--- src/rtl/bm_functional_seq.sv ---
// bm_functional_seq: start-triggered sequencer stepping a counter through a fixed op table.
// Latency: one cycle from operand sample to registered out0/out_valid/out1/checksum.
// Backpressure: enable=0 in RUN freezes the sequence; no result is emitted while stalled.
//
// Ports:
//   clock, reset_n          rising-edge clock, async active-low reset
//   start                   begin a sequence (honoured only in IDLE)
//   enable                  advance one step per cycle while high in RUN
//   a_in, b_in, c_in, d_in  WIDTH-bit operands
//   out0                    registered 2*WIDTH op result
//   out1                    window flag (executed step index < WINDOW)
//   out_valid               out0/out1 updated this cycle
//   counter                 index of the next step to execute
//   checksum                XOR of all valid out0 values since start
//   done                    one-cycle pulse on the final step of a sequence
//   busy                    high while in RUN
//
// Build option: BM_FUNC_SAT_SUB_EN makes ops 5 and 8 saturating unsigned subtracts.
module bm_functional_seq #(
  parameter int WIDTH  = 8,
  parameter int CNT_W  = 8,
  parameter int WINDOW = 16
) (
  input  logic                 clock,
  input  logic                 reset_n,
  input  logic                 start,
  input  logic                 enable,
  input  logic [WIDTH-1:0]     a_in,
  input  logic [WIDTH-1:0]     b_in,
  input  logic [WIDTH-1:0]     c_in,
  input  logic [WIDTH-1:0]     d_in,
  output logic [2*WIDTH-1:0]   out0,
  output logic                 out1,
  output logic                 out_valid,
  output logic [CNT_W-1:0]     counter,
  output logic [2*WIDTH-1:0]   checksum,
  output logic                 done,
  output logic                 busy
);

  localparam int W2 = 2 * WIDTH;

  typedef enum logic [0:0] {
    ST_IDLE = 1'b0,
    ST_RUN  = 1'b1
  } state_t;

  state_t          state_q, state_d;
  logic [W2-1:0]   out0_q, out0_d;
  logic            out1_q, out1_d;
  logic            valid_q, valid_d;
  logic [CNT_W-1:0] counter_q, counter_d;
  logic [W2-1:0]   checksum_q, checksum_d;
  logic            done_q, done_d;

  // Operands zero-extended to result width so every op is evaluated mod 2**W2.
  logic [W2-1:0] a_x, b_x, c_x, d_x;
  logic [W2-1:0] ab_sub, cd_sub, cd_mul, cd_add;
  logic [W2-1:0] op_res;
  logic          in_window;
  logic          last_step;

  assign a_x = W2'(a_in);
  assign b_x = W2'(b_in);
  assign c_x = W2'(c_in);
  assign d_x = W2'(d_in);

  // Full WIDTH x WIDTH product always fits in W2 bits, so no overflow here.
  assign cd_mul = c_x * d_x;
  assign cd_add = c_x + d_x;

`ifdef BM_FUNC_SAT_SUB_EN
  assign ab_sub = (a_x < b_x) ? '0 : (a_x - b_x);
  assign cd_sub = (c_x < d_x) ? '0 : (c_x - d_x);
`else
  assign ab_sub = a_x - b_x;
  assign cd_sub = c_x - d_x;
`endif

  // Widen the counter so the case labels and window compare are width-safe for any CNT_W.
  assign in_window = (32'(counter_q) < 32'(WINDOW));
  assign last_step = (counter_q == '1);

  always_comb begin
    op_res = W2'(8'hCD);
    case (32'(counter_q))
      32'd0:   op_res = a_x & b_x;
      32'd1:   op_res = a_x | b_x;
      32'd2:   op_res = a_x ^ b_x;
      32'd3:   op_res = a_x * b_x;
      32'd4:   op_res = a_x + b_x;
      32'd5:   op_res = ab_sub;
      32'd6:   op_res = cd_mul;
      32'd7:   op_res = cd_add;
      32'd8:   op_res = cd_sub;
      32'd9:   op_res = (~c_x) & d_x;
      32'd10:  op_res = (cd_mul != '0) ? cd_add : cd_sub;
      default: op_res = W2'(8'hCD);
    endcase
  end

  always_comb begin
    state_d    = state_q;
    out0_d     = out0_q;
    out1_d     = out1_q;
    valid_d    = 1'b0;
    done_d     = 1'b0;
    counter_d  = counter_q;
    checksum_d = checksum_q;
    case (state_q)
      ST_IDLE: begin
        if (start) begin
          state_d    = ST_RUN;
          counter_d  = '0;
          checksum_d = '0;
        end
      end
      ST_RUN: begin
        if (enable) begin
          out0_d     = op_res;
          out1_d     = in_window;
          valid_d    = 1'b1;
          checksum_d = checksum_q ^ op_res;
          if (last_step) begin
            // Returning to IDLE here means a start on this same edge is not seen.
            counter_d = '0;
            done_d    = 1'b1;
            state_d   = ST_IDLE;
          end else begin
            counter_d = counter_q + CNT_W'(1);
          end
        end
      end
      default: state_d = ST_IDLE;
    endcase
  end

  always_ff @(posedge clock or negedge reset_n) begin
    if (!reset_n) begin
      state_q    <= ST_IDLE;
      out0_q     <= '0;
      out1_q     <= 1'b0;
      valid_q    <= 1'b0;
      counter_q  <= '0;
      checksum_q <= '0;
      done_q     <= 1'b0;
    end else begin
      state_q    <= state_d;
      out0_q     <= out0_d;
      out1_q     <= out1_d;
      valid_q    <= valid_d;
      counter_q  <= counter_d;
      checksum_q <= checksum_d;
      done_q     <= done_d;
    end
  end

  assign out0      = out0_q;
  assign out1      = out1_q;
  assign out_valid = valid_q;
  assign counter   = counter_q;
  assign checksum  = checksum_q;
  assign done      = done_q;
  assign busy      = (state_q == ST_RUN);

endmodule
--- config.mk ---
export PLATFORM = sky130hd
export DESIGN_NAME = bm_functional_seq
export DESIGN_NICKNAME = d
export VERILOG_FILES = /design/src/rtl/bm_functional_seq.sv
export SDC_FILE = /design/constraint.sdc
export NUM_CORES = 1
export LEC_CHECK = 0
export ABC_AREA = 1
export CAP_MARGIN = 20
export CORE_UTILIZATION = 50
export CTS_CLUSTER_SIZE = 10
export DETAILED_ROUTE_END_ITERATION = 16
export PLACE_DENSITY = 0.78
export SETUP_SLACK_MARGIN = 0.15
export SYNTH_ARGS = -nofsm -noshare
export SYNTH_HDL_FRONTEND = slang
export SYNTH_SLANG_ARGS = --single-unit
--- constraint.sdc ---
create_clock -name clock -period 5.1 [get_ports clock]
set_clock_uncertainty 0.05 [all_clocks]
set_input_delay 1.02 -clock clock [delete_from_list [all_inputs] [get_ports clock]]
set_output_delay 1.02 -clock clock [all_outputs]
set_load 0.01 [all_outputs]
======== Word level (Yosys, flattened, before mapping) ========
Index checks and enable logic that the tools add are counted.
word-level totals
  flip-flop bits (word level) ............. 44
  input bits .............................. 36
  output and inout bits ................... 44
  logic and storage cells ................. 57
operators by class
  $add $sub $neg .......................... 5
  multipliers ............................. 2
  order comparisons ....................... 1
  eq/ne operators ......................... 13
  muxes and demuxes ....................... 18
  bitwise logic cells ..................... 7
  reductions and logical operators ........ 4
operator list
  kind                 count
  $pmux 16 s11         1
  $mux 16              3
  $eq 8x3->1 const B   4
  $mul 8x8->16         2
  $pmux 16 s2          1
  $eq 8x4->1 const B   3
  $mux 8               3
  $add 8x8->9          2
  $sub 8x8->9          2
  $and 16x8->16        1
  $eq 8x2->1 const B   2
  $not 8->16           1
  $pmux 8 s2           1
  $reduce_bool 16->1   1
  $xor 16x16->16       1
  $add 8x1->8 const B  1
  $and 8x8->8          1
  $eq 8x1->1 const B   1
  $eq 8x8->1 const B   1
  $logic_not 8->1      1
  $lt 8x5->1 const B   1
  $mux 1               8
  $or 8x8->8           1
  $xor 8x8->8          1
  4 further kinds      6

======== Logic depth before layout (Yosys ltp) ========
Gate-level depths: netlist of the first run.
  depth in word-level cells ............... 7
  gate-level depth with buffers ........... 28
  gate-level depth less buffers ........... 28

======== Least setup slack after synthesis of the first run ========
No wires, ideal clock.
  path kind ............................... input to register
  start ................................... input port c_in[5]
  end ..................................... register checksum_q[5] (netlist: checksum[5])
  setup time .............................. 0.119 ns
  data arrival time ....................... 4.953 ns
  data required time ...................... 4.931 ns
  setup slack ............................. -0.022 ns
  cell stages on the path ................. 24
  buffers on the path ..................... 1
  cell sequence ........................... clkbuf_1 -> nand2_1 -> fa_1 -> fa_1 -> fa_1 -> fa_1 -> inv_1 -> ha_1 -> nand2_2 -> clkinv_1 -> nand2_1 -> nand2_1 -> nand2_1 -> nand3_1 -> nand2_1 -> nand2_1 -> nor2_1 -> nand3_2 -> nand2_2 -> nand2_1 -> nand2_1 -> nand3_2 -> a21oi_1 -> nor2_1
between the ends
  longest elaborated chain between the ends .. 7
  elaborated cells between the ends (all ways) .. 11
  classes of those cells .................. 2 x add/sub; 1 x mul; 4 x mux; 3 x bitwise; 1 x reduce/logical
RTL lines
  element               line  text
  from (decl)           30    input logic [WIDTH-1:0] c_in,
  $mul 8x8->16          69    assign cd_mul = c_x * d_x;
  $reduce_bool 16->1    97    32'd10: op_res = (cd_mul != '0) ? cd_add : cd_sub;
  $mux 16               97
  $pmux 16 s11 *        86    case (32'(counter_q))
  $xor 16x16->16 *      123   checksum_d = checksum_q ^ op_res;
  $mux 16 *             119   if (enable) begin
  $pmux 16 s2 *         110   case (state_q)
  to (signal assigned)  153   checksum_q <= checksum_d;
  to (decl)             53    logic [W2-1:0] checksum_q, checksum_d;
Every way passes the cells marked *; elsewhere a longest branch is shown, timed or not. The select of a mux whose other input is x is not followed.
A chain may end at the register's enable or synchronous reset.

======== Worst setup path in the final report of the first run ========
  start ................................... input port c_in[5]
  end ..................................... register checksum_q[7] (netlist: checksum[7])
Same word-level chain as after synthesis.

==> results of run 1 <==
metrics by stage:
| step | power [mW] | std cells |
|---|---|---|
| 3_5_place_dp | 3.93 | 1736 |
| 6_report | 5.18 | 1769 |
| 3_3_place_gp | 3.86 | 1736 |
| 2_1_floorplan | 2.55 | 1340 |
| 5_1_grt | 5.55 | 1769 |
| 4_1_cts | 4.82 | 1765 |
cells in the mapped netlist (6+ instances only):
| master | n |
|---|---|
| a21oi_1 | 49 |
| a31oi_1 | 8 |
| clkbuf_1 | 36 |
| dfrtp_1 | 44 |
| fa_1 | 76 |
| ha_1 | 124 |
| inv_1 | 301 |
| nand2_1 | 377 |
| nand2_2 | 6 |
| nand3_1 | 69 |
| nand3_2 | 8 |
| nand4_1 | 21 |
| nor2_1 | 71 |
| nor3_1 | 8 |
| nor4_1 | 6 |
| o21ai_0 | 41 |
| o21ai_1 | 10 |
| o21bai_1 | 8 |
| o22ai_1 | 9 |
| or2_2 | 7 |
| xor2_1 | 18 |
worst min-delay path, cell delays in order (launching register included):
cell and delay, ns:
dfrtp_1 0.35, nand2_1 0.05, nand2_1 0.05
logic make-up (layout without fill, tap and decap cells):
family,Yosys count,after routing
buf+inv,347,551
xor+xnor,20,20
flops,44,44
simple gates,584,584
fa+ha+maj,200,200
compound gates,145,145
power groups by stage:
stage	logic, mW	clock network, mW	registers, mW
finish	4.27	0.319	0.595
floorplan	1.92	0	0.635
global placement	3.27	0	0.588
detailed placement	3.34	0	0.588
global route	4.61	0.332	0.607
CTS	3.91	0.319	0.588
cell type report:
cell class              count  area [sq um]
clock inverters             3          18.8
multi-input cells         949          7310
clock buffers               5           125
flip-flops and latches     44          1100
fillers                  1404          5410
repair buffers            237          2010
well taps                 225           282
inverters                 306          1150
routing by layer:
layer  routed length, um  global-route usage  vias up
met1               11300               0.376     4507
met3                1740              0.0347       80
met4                1070               0.109        0
li1                    -                   -     4536
met5                   0                   0        -
met2               14700               0.553      402
registers in the layout, summed over array words and instances, names as in the netlist:
| signal | count |
|---|---|
| out_valid | 1 |
| out1 | 1 |
| done | 1 |
| counter | 8 |
| checksum | 16 |
| busy | 1 |
| out0 | 16 |
worst max-delay path by stage:
stage	start	end	slack (ns)	depth (start not counted)
after floorplan	b_in[4]	checksum[11]$_DFFE_PN0P_	0.15	18
after global placement	b_in[3]	checksum[9]$_DFFE_PN0P_	-0.81	17
after detailed placement	d_in[5]	checksum[9]$_DFFE_PN0P_	-0.90	25
after CTS	c_in[5]	checksum[7]$_DFFE_PN0P_	0.04	24
after global routing	c_in[5]	checksum[11]$_DFFE_PN0P_	-0.27	24
final	c_in[5]	checksum[7]$_DFFE_PN0P_	-0.13	25
what timing repair did:
item / 4_1_cts / 5_1_grt
pin swaps: 105 / 43
cloned: 0 / 0
endpoints found under the setup margin: 30 / 30
buffers inserted: 21 / 4
resized for setup: 244 / 61
==> metrics.csv, run 1 <==
stage;metric;value;unit
synthesis;simple-gate portion of the synthesized area;0.276;
floorplan;Die H;136;um
synthesis;Yosys Warn Count;0;
route;drt via density;5.38;
route;Iteration-0 DRC Markers;701;
setup_path;crit start category;input pin;
final_layout;most frequent cells in the layout;nand2_1 (321), inv_1 (285), buf_4 (146);
synthesis;main combinational cell family by area after synthesis;adder cells;
synthesis;synthesized area;8980;sq um
floorplan;Initial Utilization;0.516;
final_layout;Antenna Diode Count;0;
sta;fin. max-slew vios;0;
clocking;clock sinks;44;
sta;RSZ-0062 raised after global routing;true;
clocking;CTS clock-pin slew for the worst setup and hold paths;0.07;ns
synthesis;number of synthesized register bits;44;
pwr;power share of the clock group;0.062;
clocking;CTS Buffer Depth;2;
final_layout;Area Overhead vs Synth;33.7;%
global_routing;largest net degree at the start of global routing;45;
synthesis;post-synthesis compound-gate area fraction;0.0928;
setup_path;critical-path maximum fanout;6;
floorplan;I/O pins;80;
synthesis;post-synth top area share;0.173;
setup_path;Crit path max-delay family;adder cells;
global_routing;Tot GR Track Use;0.308;
floorplan;die area;18500;sq um
clocking;CTS tree;yes;
clocking;H-Tree Depth;2;
placement;Port Buffers;79;
pwr;Cell Int Power;2.56;mW
synthesis;Mapped Cells;1340;
final_layout;share of cells above drive strength 1;0.239;
sta;setup TNS;-1.17;ns
final_layout;Design Area, Final;12000;sq um
route;Post-DRT Antenna Nets;0;
clocking;cts hold-fix bufs;0;
setup_path;Buf/Inv on CP;5;
final_layout;commonest non-fill, non-tap cell in the layout;nand2_1;
route;Vias;9525;
placement;hpwl dp;22.7;mm
run_status;violated checks;setup timing;
synthesis;Async S/R FF share, synth;1.00;
synthesis;Synth Flop Type;dfrtp_1;
global_routing;total grt overflow;0;
floorplan;Core Rows;48;
setup_path;CP most frequent cell;nand2_2;
synthesis;Distinct cells, synth;43;
pwr;VDD IR-drop max;0.000366;V
synthesis;Yosys top cell by area;ha_1;
setup_path;Max stage delay on crit path;0.54;ns
sta;hold slack;0.432;ns
floorplan;Die W;136;um
synthesis;Syn Nets;1576;
setup_path;Data required, critical path;5.21;ns
clocking;worst skew pair latency;0.29;ns
synthesis;xor and xnor fraction of the mapped netlist area;0.0195;
synthesis;post-synthesis adder-cell area fraction;0.342;
clocking;Root Buffer Master;clkbuf_16;
sta;setup violators final;19;
sta;FMAX;0.191;GHz
synthesis;syn_area_per_cell;6.70;sq um
sta;Rel. slew slack;0.356;
final_layout;final core occ;0.689;
sta;Final Hold Viols;0;
setup_path;Critical Path AT;5.34;ns
sta;Tightest Pin Transition;0.954;ns
setup_path;Reg2Reg Depth;13;
run_status;status;finished, violations left;
route;DRT Pass-1 Iters;5;
final_layout;Total Nets Final;1779;
hold_path;hold path depth;2;
clocking;total CTS buffers;5;
hold_path;worst min path class;flip-flop to flip-flop;
pwr;leakage power;6.75;nW
setup_path;Slowest-stage cell, CP;fa_1;
pwr;Sw Share;0.506;
placement;post-placement setup slack;-0.901;ns
pwr;register share of total power;0.115;
global_routing;initial antenna violation count;0;
sta;post-route worst setup slack;-0.130;ns
setup_path;Reg2Reg Capture Point;checksum[7]$_DFFE_PN0P_;
pwr;Power Density;432;nW/um^2
synthesis;top post-synthesis cells by area;ha_1 (17%), fa_1 (17%), nand2_1 (16%);
hold_path;WHS Endpoint;out0[10]$_DFFE_PN0P_;
pwr;Logic pwr share;0.824;
synthesis;Seq/Total Area, Yosys;0.123;
route;routed len/inst;16.3;um
floorplan;Core Region;17400;sq um
sta;period utilisation layout;1.03;
setup_path;R2R Path Start;counter[0]$_DFFE_PN0P_;
flow_run;Max-cap violations;0;
route;DRT Wirelength;28.8;mm
route;DRC;0;
setup_path;CP Capture Type;flip-flop;
global_routing;vias in the first global route;9253;
synthesis;proportion of synthesized area in mux cells;0;
sta;post-layout minimum cycle time;5.23;ns
global_routing;first-pass GRT wire length;45.0;mm
placement;DP Area;10900;sq um
synthesis;EDFF count, synth;0;
hold_path;min-delay src;out0[10]$_DFFE_PN0P_;
setup_path;critical path class;input pin to flip-flop;
setup_path;reg2reg setup slack;2.52;ns
placement;routability cong.;0.969;
pwr;Sw Pwr;2.62;mW
Power figures use the tool's default switching activity.
==> run 2: changes to the inputs <==
--- a/config.mk
+++ b/config.mk
@@ -8,10 +8,9 @@
 export ABC_AREA = 1
 export CAP_MARGIN = 20
 export CORE_UTILIZATION = 50
-export CTS_CLUSTER_SIZE = 10
+export CTS_CLUSTER_SIZE = 8
 export DETAILED_ROUTE_END_ITERATION = 16
 export PLACE_DENSITY = 0.78
-export SETUP_SLACK_MARGIN = 0.15
 export SYNTH_ARGS = -nofsm -noshare
 export SYNTH_HDL_FRONTEND = slang
 export SYNTH_SLANG_ARGS = --single-unit
==> constraint.sdc (replaced) <==
create_clock -name clock -period 5.7 [get_ports clock]
set_clock_uncertainty 0.05 [all_clocks]
set_input_delay 1.14 -clock clock [delete_from_list [all_inputs] [get_ports clock]]
set_output_delay 1.14 -clock clock [all_outputs]
set_load 0.01 [all_outputs]
==> metrics.csv, run 2 (synthesis gave the netlist of run 1 again) <==
stage;metric;value;unit;change
route;DRT Pass-1 Iters;5;;unchanged
global_routing;vias in the first global route;8997;;-2.8%
setup_path;Critical Path AT;5.71;ns;+0.37 ns
floorplan;Die W;136;um;unchanged
sta;setup violators final;0;;-19
setup_path;Slowest-stage cell, CP;fa_1;;
setup_path;Data required, critical path;5.88;ns;+0.67 ns
clocking;H-Tree Depth;2;;unchanged
clocking;Root Buffer Master;clkbuf_16;;
final_layout;most frequent cells in the layout;nand2_1 (370), inv_1 (300), buf_4 (117);;
sta;fin. max-slew vios;0;;unchanged
floorplan;die area;18500;sq um;unchanged
setup_path;reg2reg setup slack;2.71;ns;+0.19 ns
route;routed len/inst;15.4;um;-5.3%
global_routing;first-pass GRT wire length;42.9;mm;-4.7%
final_layout;fill count;1540;;+9.7%
global_routing;initial antenna violation count;0;;unchanged
hold_path;worst min path class;flip-flop to flip-flop;;
setup_path;critical-path cell list;clkdlybuf4s50_1 > buf_4 > nand2_1 > inv_1 > fa_2 > fa_1 > inv_1 > fa_1 > fa_1 > inv_1 > ha_4 > buf_4 > buf_12 > nand2_1 > nor2_2 > a21oi_2 > xor2_1 > o21ai_1 > nor2_1 > nand3b_1 > nand2_1 > nand2_1 > nand2_1;;
floorplan;Core Region;17400;sq um;unchanged
sta;Final Hold Viols;0;;unchanged
flow_run;Max-cap violations;0;;unchanged
pwr;leakage power;6.55;nW;-2.9%
clocking;worst skew pair latency;0.29;ns;about the same
sta;hold slack;0.427;ns;-0.00558 ns
setup_path;Max stage delay on crit path;0.55;ns;about the same
placement;post-placement setup slack;-0.465;ns;+0.436 ns
setup_path;critical path class;input pin to flip-flop;;
placement;routability cong.;1.01;;+3.9%
route;DRC;0;;unchanged
floorplan;I/O pins;80;;unchanged
global_routing;largest net degree at the start of global routing;45;;unchanged
route;Post-DRT Antenna Nets;0;;unchanged
clocking;clock sinks;44;;unchanged
route;Vias;9122;;-4.2%
placement;hpwl dp;22.1;mm;-2.5%
floorplan;Initial Utilization;0.516;;unchanged
clocking;total CTS buffers;5;;unchanged
final_layout;Total Nets Final;1741;;-2.1%
sta;setup TNS;0;ns;+1.17 ns
pwr;Power Density;361;nW/um^2;-16%
setup_path;CP Launch Point;b_in[4];;
route;drt via density;5.27;;-2.1%
route;DRT Wirelength;26.7;mm;-7.4%
sta;post-route worst setup slack;0.164;ns;+0.294 ns
setup_path;R2R Path Start;counter[4]$_DFFE_PN0P_;;
route;Iteration-0 DRC Markers;610;;-13%
global_routing;total grt overflow;0;;unchanged
final_layout;Area Overhead vs Synth;24.9;%;
sta;Rel. slew slack;0.293;;-0.0634
pwr;Power, Total;4.05;mW;-22%
pwr;VDD IR-drop max;0.000325;V;-11%
setup_path;crit start category;input pin;;
final_layout;fin cells;1731;;-2.1%
final_layout;Antenna Diode Count;0;;unchanged
sta;FMAX;0.181;GHz;
setup_path;CP Capture Type;flip-flop;;
hold_path;min-delay src;out0[13]$_DFFE_PN0P_;;
global_routing;Tot GR Track Use;0.293;;-0.0151
placement;Port Buffers;79;;unchanged
clocking;cts hold-fix bufs;0;;unchanged
sta;period utilisation layout;0.971;;
final_layout;share of cells above drive strength 1;0.139;;-0.0995
clocking;CTS Buffer Depth;2;;unchanged
floorplan;Core Rows;48;;unchanged
sta;post-layout minimum cycle time;5.54;ns;
placement;placed cells;1717;;-1.1%
run_status;status;complete, no violations;;
setup_path;CP most frequent cell;nand2_1;;
setup_path;critical-path maximum fanout;5;;-1
floorplan;Die H;136;um;unchanged
sta;Tightest Pin Transition;1.06;ns;+0.101 ns
final_layout;commonest non-fill, non-tap cell in the layout;nand2_1;;
clocking;CTS tree;yes;;
clocking;CTS clock-pin slew for the worst setup and hold paths;0.06;ns;about the same
[run 2: path summary, 6_finish.rpt]
check / depth (start not counted) / end
worst max-delay path: 23 / checksum[8]$_DFFE_PN0P_
worst min-delay path: 2 / out0[13]$_DFFE_PN0P_
worst max register to register: 12 / checksum[7]$_DFFE_PN0P_
worst min register to register: 2 / out0[13]$_DFFE_PN0P_
max in group asynchronous: 2 / out_valid$_DFF_PN0_
min in group asynchronous: 1 / counter[6]$_DFFE_PN0P_
[run 2: worst max-delay path, delay by kind of cell]
| kind | cells | cell delay [ns] |
|---|---|---|
| simple gates | 8 | 0.82 |
| buf+inv | 7 | 1.01 |
| fa+ha+maj | 5 | 2.21 |
| compound gates | 2 | 0.29 |
| xor+xnor | 1 | 0.23 |
[run 2: stage by stage]
stage | area, sq um | util
after floorplan | 8980 | -
after global placement | 10700 | 0.617
after detailed placement | 10700 | 0.617
after CTS | 11000 | 0.632
after global routing | 11200 | 0.644
final | 11200 | 0.644
[run 2: area by class of cell]
class | count | area, sq um | area share
Clock buffer | 6 | 139 | 0.0124
Clock inverter | 2 | 38.8 | 0.00346
Inverter | 306 | 1150 | 0.102
Multi-Input combinational cell | 949 | 6800 | 0.606
Sequential cell | 44 | 1100 | 0.0982
Tap cell | 225 | 282 | 0.0251
Timing Repair Buffer | 199 | 1710 | 0.152
[run 2: repair_timing]
action	CTS	global route
setup endpoints to repair	26	30
setup buffers	1	4
pin swaps	2	25
gates resized for setup	25	62
[run 2: layer usage]
metal / vias to the layer above / routed length [um] / track usage / share of wire
met5: - / 0 / 0 / 0
met4: 0 / 1150 / 0.127 / 0.043
met3: 71 / 1350 / 0.0291 / 0.050
met2: 307 / 13100 / 0.513 / 0.49
met1: 4278 / 11100 / 0.362 / 0.42
li1: 4466 / - / - / -
[run 2: report_power, final]
part | total [mW] | switching [mW] | internal [mW] | leakage, nW
Combinational | 3.17 | 1.76 | 1.41 | 5.91
Clock | 0.345 | 0.125 | 0.220 | 0.0871
Sequential | 0.531 | 0.0984 | 0.432 | 0.552
